### src/rtl/led_display_hub75_driver.sv
// HUB75 LED panel row driver.
//
// Accepts one pixel row (top and bottom half-panel rows, red/green/blue),
// shifts it into the panel MSB column first, blanks, latches with the row
// address, and then enables the panel output for a fixed display period.
//
// row_in layout: six PANEL_W-bit channel fields, channel c at
// row_in[c*PANEL_W +: PANEL_W], ordered {b1,g1,r1,b0,g0,r0} (bits [PANEL_W-1:0]
// are top red). Bit k of each field is column k.
//
// Ports:
//   clk_in, reset_in   clock, synchronous active-high reset
//   row_in             6*PANEL_W pixel row
//   row_valid_in       row_in / row_address_in valid
//   row_address_in     4-bit panel row address
//   brightness_in      8-bit global dimming (only with LED_DISPLAY_HUB75_DIM_EN)
//   row_ready_out      driver idle and able to accept a row
//   hub_rgb_out        {b1,g1,r1,b0,g0,r0}
//   hub_clk_out        panel shift clock
//   hub_lat_out        panel latch
//   hub_oe_n_out       panel output enable, active low
//   hub_addr_out       panel row select A..D
//
// Optional feature: define LED_DISPLAY_HUB75_DIM_EN to add brightness_in.
// Output is then enabled only for the first (DISPLAY_CYCLES*brightness)>>8
// cycles of the display period; the period length itself is unchanged.
//
// state   | meaning
// IDLE    | ready for a row, output disabled
// SHIFT   | clock PANEL_W pixels into the panel, column PANEL_W-1 first
// BLANK   | output disabled for BLANK_CYCLES before latching
// LATCH   | two-cycle latch pulse, row address updated
// DISPLAY | output enabled for the display period

module led_display_hub75_driver #(
    parameter int PANEL_W        = 64,
    parameter int CLK_DIV        = 2,
    parameter int BLANK_CYCLES   = 4,
    parameter int DISPLAY_CYCLES = 1024
) (
    input  logic                 clk_in,
    input  logic                 reset_in,
    input  logic [6*PANEL_W-1:0] row_in,
    input  logic                 row_valid_in,
    input  logic [3:0]           row_address_in,
`ifdef LED_DISPLAY_HUB75_DIM_EN
    input  logic [7:0]           brightness_in,
`endif
    output logic                 row_ready_out,
    output logic [5:0]           hub_rgb_out,
    output logic                 hub_clk_out,
    output logic                 hub_lat_out,
    output logic                 hub_oe_n_out,
    output logic [3:0]           hub_addr_out
);

    localparam int SHIFT_W = $clog2(PANEL_W + 1);
    localparam int DISP_W  = $clog2(DISPLAY_CYCLES + 1);
    localparam int DIV_W   = $clog2(2 * CLK_DIV);
    localparam int BLANK_W = (BLANK_CYCLES > 0) ? $clog2(BLANK_CYCLES + 1) : 1;
    localparam int COL_W   = (PANEL_W > 1) ? $clog2(PANEL_W) : 1;

    typedef enum logic [2:0] {
        IDLE,
        SHIFT,
        BLANK,
        LATCH,
        DISPLAY
    } state_t;

    state_t               state, state_next;
    logic [6*PANEL_W-1:0] row_buf;
    logic [3:0]           addr_cap;
    logic [3:0]           addr_q;
    logic [SHIFT_W-1:0]   pix_cnt;     // pixels still to shift, current column is pix_cnt-1
    logic [DIV_W-1:0]     div_cnt;     // counts one pixel period down; low half is clock high
    logic [BLANK_W-1:0]   blank_cnt;
    logic                 lat_cnt;
    logic [DISP_W-1:0]    disp_cnt;
    logic [COL_W-1:0]     col;
    logic [PANEL_W-1:0]   chan [6];

`ifdef LED_DISPLAY_HUB75_DIM_EN
    localparam int PROD_W = DISP_W + 8;
    logic [PROD_W-1:0] on_prod;
    // Output is on while the remaining count is at or above this threshold,
    // i.e. for the first DISPLAY_CYCLES - disp_off cycles.
    logic [DISP_W-1:0] disp_off;

    always_comb begin
        on_prod = PROD_W'(DISPLAY_CYCLES) * PROD_W'(brightness_in);
    end
`endif

    always_ff @(posedge clk_in) begin
        if (reset_in) begin
            state <= IDLE;
        end else begin
            state <= state_next;
        end
    end

    always_comb begin
        state_next = state;
        case (state)
            IDLE:    if (row_valid_in) state_next = SHIFT;
            SHIFT:   if (div_cnt == '0 && pix_cnt == SHIFT_W'(1))
                         state_next = (BLANK_CYCLES == 0) ? LATCH : BLANK;
            BLANK:   if (blank_cnt == '0) state_next = LATCH;
            LATCH:   if (lat_cnt) state_next = DISPLAY;
            DISPLAY: if (disp_cnt == '0) state_next = IDLE;
            default: state_next = IDLE;
        endcase
    end

    always_ff @(posedge clk_in) begin
        if (reset_in) begin
            row_buf   <= '0;
            addr_cap  <= '0;
            addr_q    <= '0;
            pix_cnt   <= '0;
            div_cnt   <= '0;
            blank_cnt <= '0;
            lat_cnt   <= 1'b0;
            disp_cnt  <= '0;
`ifdef LED_DISPLAY_HUB75_DIM_EN
            disp_off  <= '0;
`endif
        end else begin
            case (state)
                IDLE: begin
                    if (row_valid_in) begin
                        row_buf   <= row_in;
                        addr_cap  <= row_address_in;
                        pix_cnt   <= SHIFT_W'(PANEL_W);
                        div_cnt   <= DIV_W'(2 * CLK_DIV - 1);
                        blank_cnt <= BLANK_W'((BLANK_CYCLES > 0) ? BLANK_CYCLES - 1 : 0);
                        lat_cnt   <= 1'b0;
                        disp_cnt  <= DISP_W'(DISPLAY_CYCLES - 1);
`ifdef LED_DISPLAY_HUB75_DIM_EN
                        disp_off  <= DISP_W'(DISPLAY_CYCLES) - on_prod[PROD_W-1:8];
`endif
                    end
                end
                SHIFT: begin
                    if (div_cnt == '0) begin
                        div_cnt <= DIV_W'(2 * CLK_DIV - 1);
                        pix_cnt <= pix_cnt - SHIFT_W'(1);
                    end else begin
                        div_cnt <= div_cnt - DIV_W'(1);
                    end
                end
                BLANK:   if (blank_cnt != '0) blank_cnt <= blank_cnt - BLANK_W'(1);
                LATCH:   lat_cnt <= 1'b1;
                DISPLAY: if (disp_cnt != '0) disp_cnt <= disp_cnt - DISP_W'(1);
                default: ;
            endcase
            // Address becomes visible on the first LATCH cycle and nowhere else.
            if (state_next == LATCH && state != LATCH) begin
                addr_q <= addr_cap;
            end
        end
    end

    always_comb begin
        for (int c = 0; c < 6; c++) begin
            chan[c] = row_buf[c*PANEL_W +: PANEL_W];
        end
        col = COL_W'(pix_cnt - SHIFT_W'(1));
    end

    always_comb begin
        row_ready_out = 1'b0;
        hub_rgb_out   = '0;
        hub_clk_out   = 1'b0;
        hub_lat_out   = 1'b0;
        hub_oe_n_out  = 1'b1;
        hub_addr_out  = addr_q;
        case (state)
            IDLE:  row_ready_out = !reset_in;
            SHIFT: begin
                hub_clk_out = (div_cnt < DIV_W'(CLK_DIV));
                for (int c = 0; c < 6; c++) begin
                    hub_rgb_out[c] = chan[c][col];
                end
            end
            LATCH: hub_lat_out = 1'b1;
            DISPLAY: begin
`ifdef LED_DISPLAY_HUB75_DIM_EN
                hub_oe_n_out = !(disp_cnt >= disp_off);
`else
                hub_oe_n_out = 1'b0;
`endif
            end
            default: ;
        endcase
    end

endmodule

### config.mk
export PLATFORM = sky130hd
export DESIGN_NAME = led_display_hub75_driver
export DESIGN_NICKNAME = d
export VERILOG_FILES = /design/src/rtl/led_display_hub75_driver.sv
export SDC_FILE = /design/constraint.sdc
export NUM_CORES = 1
export LEC_CHECK = 0
export CAP_MARGIN = 40
export CORE_MARGIN = 2
export CORE_UTILIZATION = 42
export CTS_BUF_LIST = sky130_fd_sc_hd__clkbuf_4 sky130_fd_sc_hd__clkbuf_8
export CTS_CLUSTER_SIZE = 28
export DETAILED_ROUTE_END_ITERATION = 16
export PLACE_DENSITY = 0.68
export SETUP_SLACK_MARGIN = 0.3
export SYNTH_ARGS = -nofsm -noshare
export SYNTH_HDL_FRONTEND = slang
export SYNTH_SLANG_ARGS = --single-unit
### constraint.sdc
create_clock -name clk_in -period 3.8 [get_ports clk_in]
set_input_delay 0.57 -clock clk_in [delete_from_list [all_inputs] [get_ports clk_in]]
set_output_delay 0.57 -clock clk_in [all_outputs]
set_load 0.01 [all_outputs]
# After elaboration in Yosys (flattened, before gate mapping)
# Cells that the tools add are included.
[word_totals]
regBits = 419
input_bits = 391
out_inout_bits = 14
wordCells = 82
[classes]
add_sub_neg = 4
n_lt_le_gt_ge = 2
eq_ne = 11
mux = 37
n_reduce_logical = 19
[ops]
columns = ["operator", "n"]
rows = [
  ["$bmux W1 S6", 6],
  ["$mux W11", 2],
  ["$pmux W11 S2", 1],
  ["$mux W3", 7],
  ["$pmux W3 S5", 1],
  ["$mux W7", 2],
  ["$pmux W7 S2", 1],
  ["$logic_not A11 Y1", 1],
  ["$mux W1", 11],
  ["$reduce_bool A11 Y1", 1],
  ["$sub A11 B1 Y11 const B", 1],
  ["$eq A3 B2 Y1 const B", 3],
  ["$reduce_and A3 Y1", 3],
  ["$ne A2 B2 Y1 const B", 4],
  ["$reduce_bool A2 Y1", 4],
  ["$eq A7 B1 Y1 const B", 1],
  ["$lt A6 B7 Y1 const B", 1],
  ["$sub A7 B1 Y7 const B", 1],
  ["$logic_not A3 Y1", 2],
  ["$mux W6", 1],
  ["$pmux W3 S2", 1],
  ["$reduce_and A2 Y1", 3],
  ["$mux W2", 2],
  ["$pmux W2 S2", 1],
  ["other kinds (11)", 12],
]

# Logic depth before layout (Yosys ltp)
[depth]
depth_word = 6
mapped_depth = 13
depth_no_buf = 8

# Worst setup path after synthesis
# No wires, ideal clock.
[synth_timing]
path_type = "register -> output"
start = "reg pix_cnt[0]"
end = "out hub_rgb_out[1]"
arrival_ns = 2.396
required_ns = 3.230
slack_ns = 0.834
path_stages_with_launch = 11
n_path_buf = 4
cell_sequence = "dfxtp_1 > buf_2 > inv_1 > buf_4 > ha_1 > buf_4 > xor2_4 > buf_6 > mux4_1 > a31oi_1 > a41oi_1"
[synth_between]
elab_chain_len = 4
[synth_rtl]
columns = ["item", "line", "text"]
rows = [
  ["from (decl)", "75", "logic [SHIFT_W-1:0] pix_cnt;"],
  ["from (signal assigned)", "135", "pix_cnt <= SHIFT_W'(PANEL_W);"],
  ["from (signal assigned)", "148", "pix_cnt <= pix_cnt - SHIFT_W'(1);"],
  ["$sub A7 B1 Y7", "169", "col = COL_W'(pix_cnt - SHIFT_W'(1));"],
  ["$bmux W1 S6", "184", "hub_rgb_out[c] = chan[c][col];"],
  ["$mux W1 (not written as such)", "184", ""],
  ["$mux W6", "179", "case (state)"],
  ["to (decl)", "50", "output logic [5:0] hub_rgb_out,"],
]
# Every way passes these cells. The select of a mux whose other input is x is not followed.

# Worst setup path in the final report
[layout_timing]
start = "reg pix_cnt[2]"
end = "out hub_rgb_out[1]"
# The elaborated chain is that of the path after synthesis.

==> metrics.yaml <==
synth_top_family_by_area: "simple AND/OR/NAND/NOR gates"
cpMostUsedCell: "buf_12"
die-area_um2: 44990
p_int_uw: 8529
drt_drc_violations_left: 0
htree_num_levels: 3
grt_pass1_vias: 17450
drtAntennaViolNets: 0
drv_slew: 0
worst_pin_slew_ps: 913.7
tns_ps: 0
path_class: "flip-flop to output pin"
whs_ps: 282.7
power_density_nw_per_um2: 484.4
cts.sinks: 419
critPathArrivalTime_ps: 3000
synth_xor_area_share_pct: 0.7223
yosysTopAreaCell: "dfxtp_1"
via_per_inst: 5.266
required_ps: 3230
boundaryPins: 405
combPwrFrac_pct: 23.2
relSlewSlack_pct: 39.09
clkSlewWorstSetupHoldPaths_ps: 60
tritoncts: "yes"
ir_worst_vdd_uv: 304.9
dpl.hpwl_um: 40890
p_clk_share_pct: 36.3
avgRoutedWirePerCell_um: 17.73
yosys.area_share.simple_pct: 25.87
syn-instance-count: 2371
synth.top_cell.area_share_pct: 46.12
nNetsFinal: 3142
gp_congestion: 0.8455
p_sw_uw: 3523
fin_total_pwr_uw: 12050
drive_gt1_share_pct: 11.02
period_share_pct: 93.85
post-route-min-period_ps: 3566
fin_cells: 3381
worst_clock_skew_ps: 29.98
holdCritPathClass: "input pin to flip-flop"
final_area_um2: 24880
grt_pass1_wl_um: 92170
cts_buffer_depth: 3
grt_max_degree: 201
hold_viol_final: 0
outcome: "complete, no violations"
clockRootBuffer: "clkbuf_8"
synth.cell_area_um2: 18190
synth.avg_cell_area_um2: 7.671
syn-num-nets: 2768
initial_core_util_pct: 42.41
end_kind: "output pin"
rsz0062_at_grt: "true"
core_um2: 42890
yosysSeqAreaShare_pct: 46.12
port_buffers: 404
antenna_found_initial: 6
synth_cell_type_count: 53
cts_buffers: 73
synth-adder-area-share_pct: 0.4127
rows: 76
yosys.cell_count.top_type: "nand2_1"
async_flop_share_pct: 0
fp.dieH_um: 212.1
synth_compound_area_share_pct: 14.61
clk_latency_ps: 640
wirelength_um: 59940
place_area_um2: 22720
via_count: 17800
cp-start-kind: "flip-flop"
cpPeakStageDelay_ps: 500
crit_slowest_cell: "mux4_2"
placed_cells: 3223
die_w_um: 212.1
cp_cell_sequence: "buf_4 -> xor2_4 -> buf_12 -> buf_12 -> buf_16 -> mux4_2 -> nand2_2 -> nand3_4 -> a41oi_4 -> a41oi_2 -> buf_2"
synth_common_cells: "nand2_1 (1012), dfxtp_1 (419), a21oi_1 (410), clkbuf_1 (123), nand3_1 (88)"
maxCapViolations: 0
p_seq_share_pct: 40.5
synth_seq_cells: 419
fmax_mhz: 280.4
first_iter_violations: 1383
worstPathMaxFanout: 5
synth_area_leaders: "dfxtp_1 (46%), nand2_1 (21%), a21oi_1 (11%)"
synth_ff_type: "dfxtp_1"
synth-edff-count: 0
grt_usage_pct: 25.99
muxShareOfSynthArea_pct: 7.037
area_growth_syn_to_layout_pct: 36.80
drt_first_pass_iters: 5
switching_share_pct: 29.23
yosysWarnings: 0
overflow: 0
leakage_uw: 0.009278
setup_viol: 0
## power by group through the flow
stage               Sequential (uW)  Clock [uW]  Combinational [uW]
CTS                            4870        4460                2760
detailed placement             4960           0                2470
finish                         4880        4380                2800
floorplan                      4900           0                1470
global placement               4950           0                2430
global route                   4910        4670                3020
## cells in the final DEF (no fill, tap or decap), types with 8 or more instances in the layout
| cell | n |
|---|---|
| a21oi_1 | 408 |
| a31oi_1 | 10 |
| a41o_1 | 18 |
| buf_12 | 20 |
| buf_4 | 54 |
| clkbuf_4 | 23 |
| clkbuf_8 | 89 |
| clkdlybuf4s50_1 | 397 |
| dfxtp_1 | 416 |
| inv_1 | 9 |
| mux2i_1 | 18 |
| mux4_2 | 46 |
| nand2_1 | 1008 |
| nand3_1 | 85 |
| nor2_1 | 30 |
| nor3_1 | 14 |
| o21ai_0 | 9 |
| xor2_1 | 8 |
## registers in the layout (all words and copies together), names as in the netlist
name,count
disp_cnt,11
pix_cnt,7
hub_addr_out,4
lat_cnt,1
row_buf,384
div_cnt,2
state,3
addr_cap,4
blank_cnt,3
## cell type report
type | instances | area (um^2)
Clock buffer | 111 | 1384
Multi-Input combinational cell | 1751 | 9076
Tap cell | 585 | 732.0
Timing Repair Buffer | 489 | 5085
Antenna cell | 1 | 2.502
Inverter | 11 | 43.79
Clock inverter | 14 | 165.2
Sequential cell | 419 | 8394
Fill cell | 3886 | 18000
## cells by family (layout without fill, tap and decap cells)
group | after synthesis | count (layout)
flip-flops | 419 | 419
AND/OR/NAND/NOR | 1183 | 1183
adder cells (fa/ha/maj) | 6 | 6
other | 0 | 1
AO/OA/AOI/OAI | 484 | 484
XOR/XNOR | 12 | 12
buffers and inverters | 201 | 625
multiplexers | 66 | 66
## metal layers
| metal | GRT usage (%) | vias up | routed length (um) |
|---|---|---|---|
| met5 | 0 | - | 56 |
| met4 | 8.354 | 10 | 1706 |
| met3 | 5.849 | 115 | 4067 |
| met2 | 43.12 | 596 | 28290 |
| met1 | 33.56 | 8434 | 25830 |
| li1 | - | 8648 | - |
## worst paths after layout
path | start | endpoint | slack (ps) | depth (start not counted)
max | pix_cnt[2]$_SDFFE_PP0P_ | hub_rgb_out[1] | 230 | 11
min | reset_in | row_buf[279]$_SDFFE_PP0P_ | 280 | 2
max reg2reg | state[2]$_SDFF_PP0_ | row_buf[347]$_SDFFE_PP0P_ | 1430 | 5
min reg2reg | disp_cnt[10]$_SDFFE_PP0P_ | disp_cnt[10]$_SDFFE_PP0P_ | 440 | 2
## worst max-delay path, delay by kind of cell (launching register included)
kind | cells | cell delay, ps
AOI/OAI and AO/OA | 2 | 340
buffers and inverters | 5 | 720
DFF | 1 | 420
and+or+nand+nor | 2 | 190
xor gates and xnor gates | 1 | 180
muxes | 1 | 500
## metrics by stage
step / worst slack, ps / util [%]
final: 233.6 / 58.02
after global routing: 128.2 / 58.02
after CTS: 208.8 / 57.76
after detailed placement: 126.0 / 52.97
after global placement: 98.18 / 52.87
after floorplan: 833.6 / -
## timing repair
| item | in CTS | in global routing |
|---|---|---|
| resized for setup | 70 | 12 |
| endpoints found under the setup margin | 6 | 6 |
| pin swaps | 24 | 10 |
| hold buffers | 0 | 0 |
| setup buffers | 23 | 4 |
| cloned | 4 | 1 |
(Power assumes the default switching activity.)
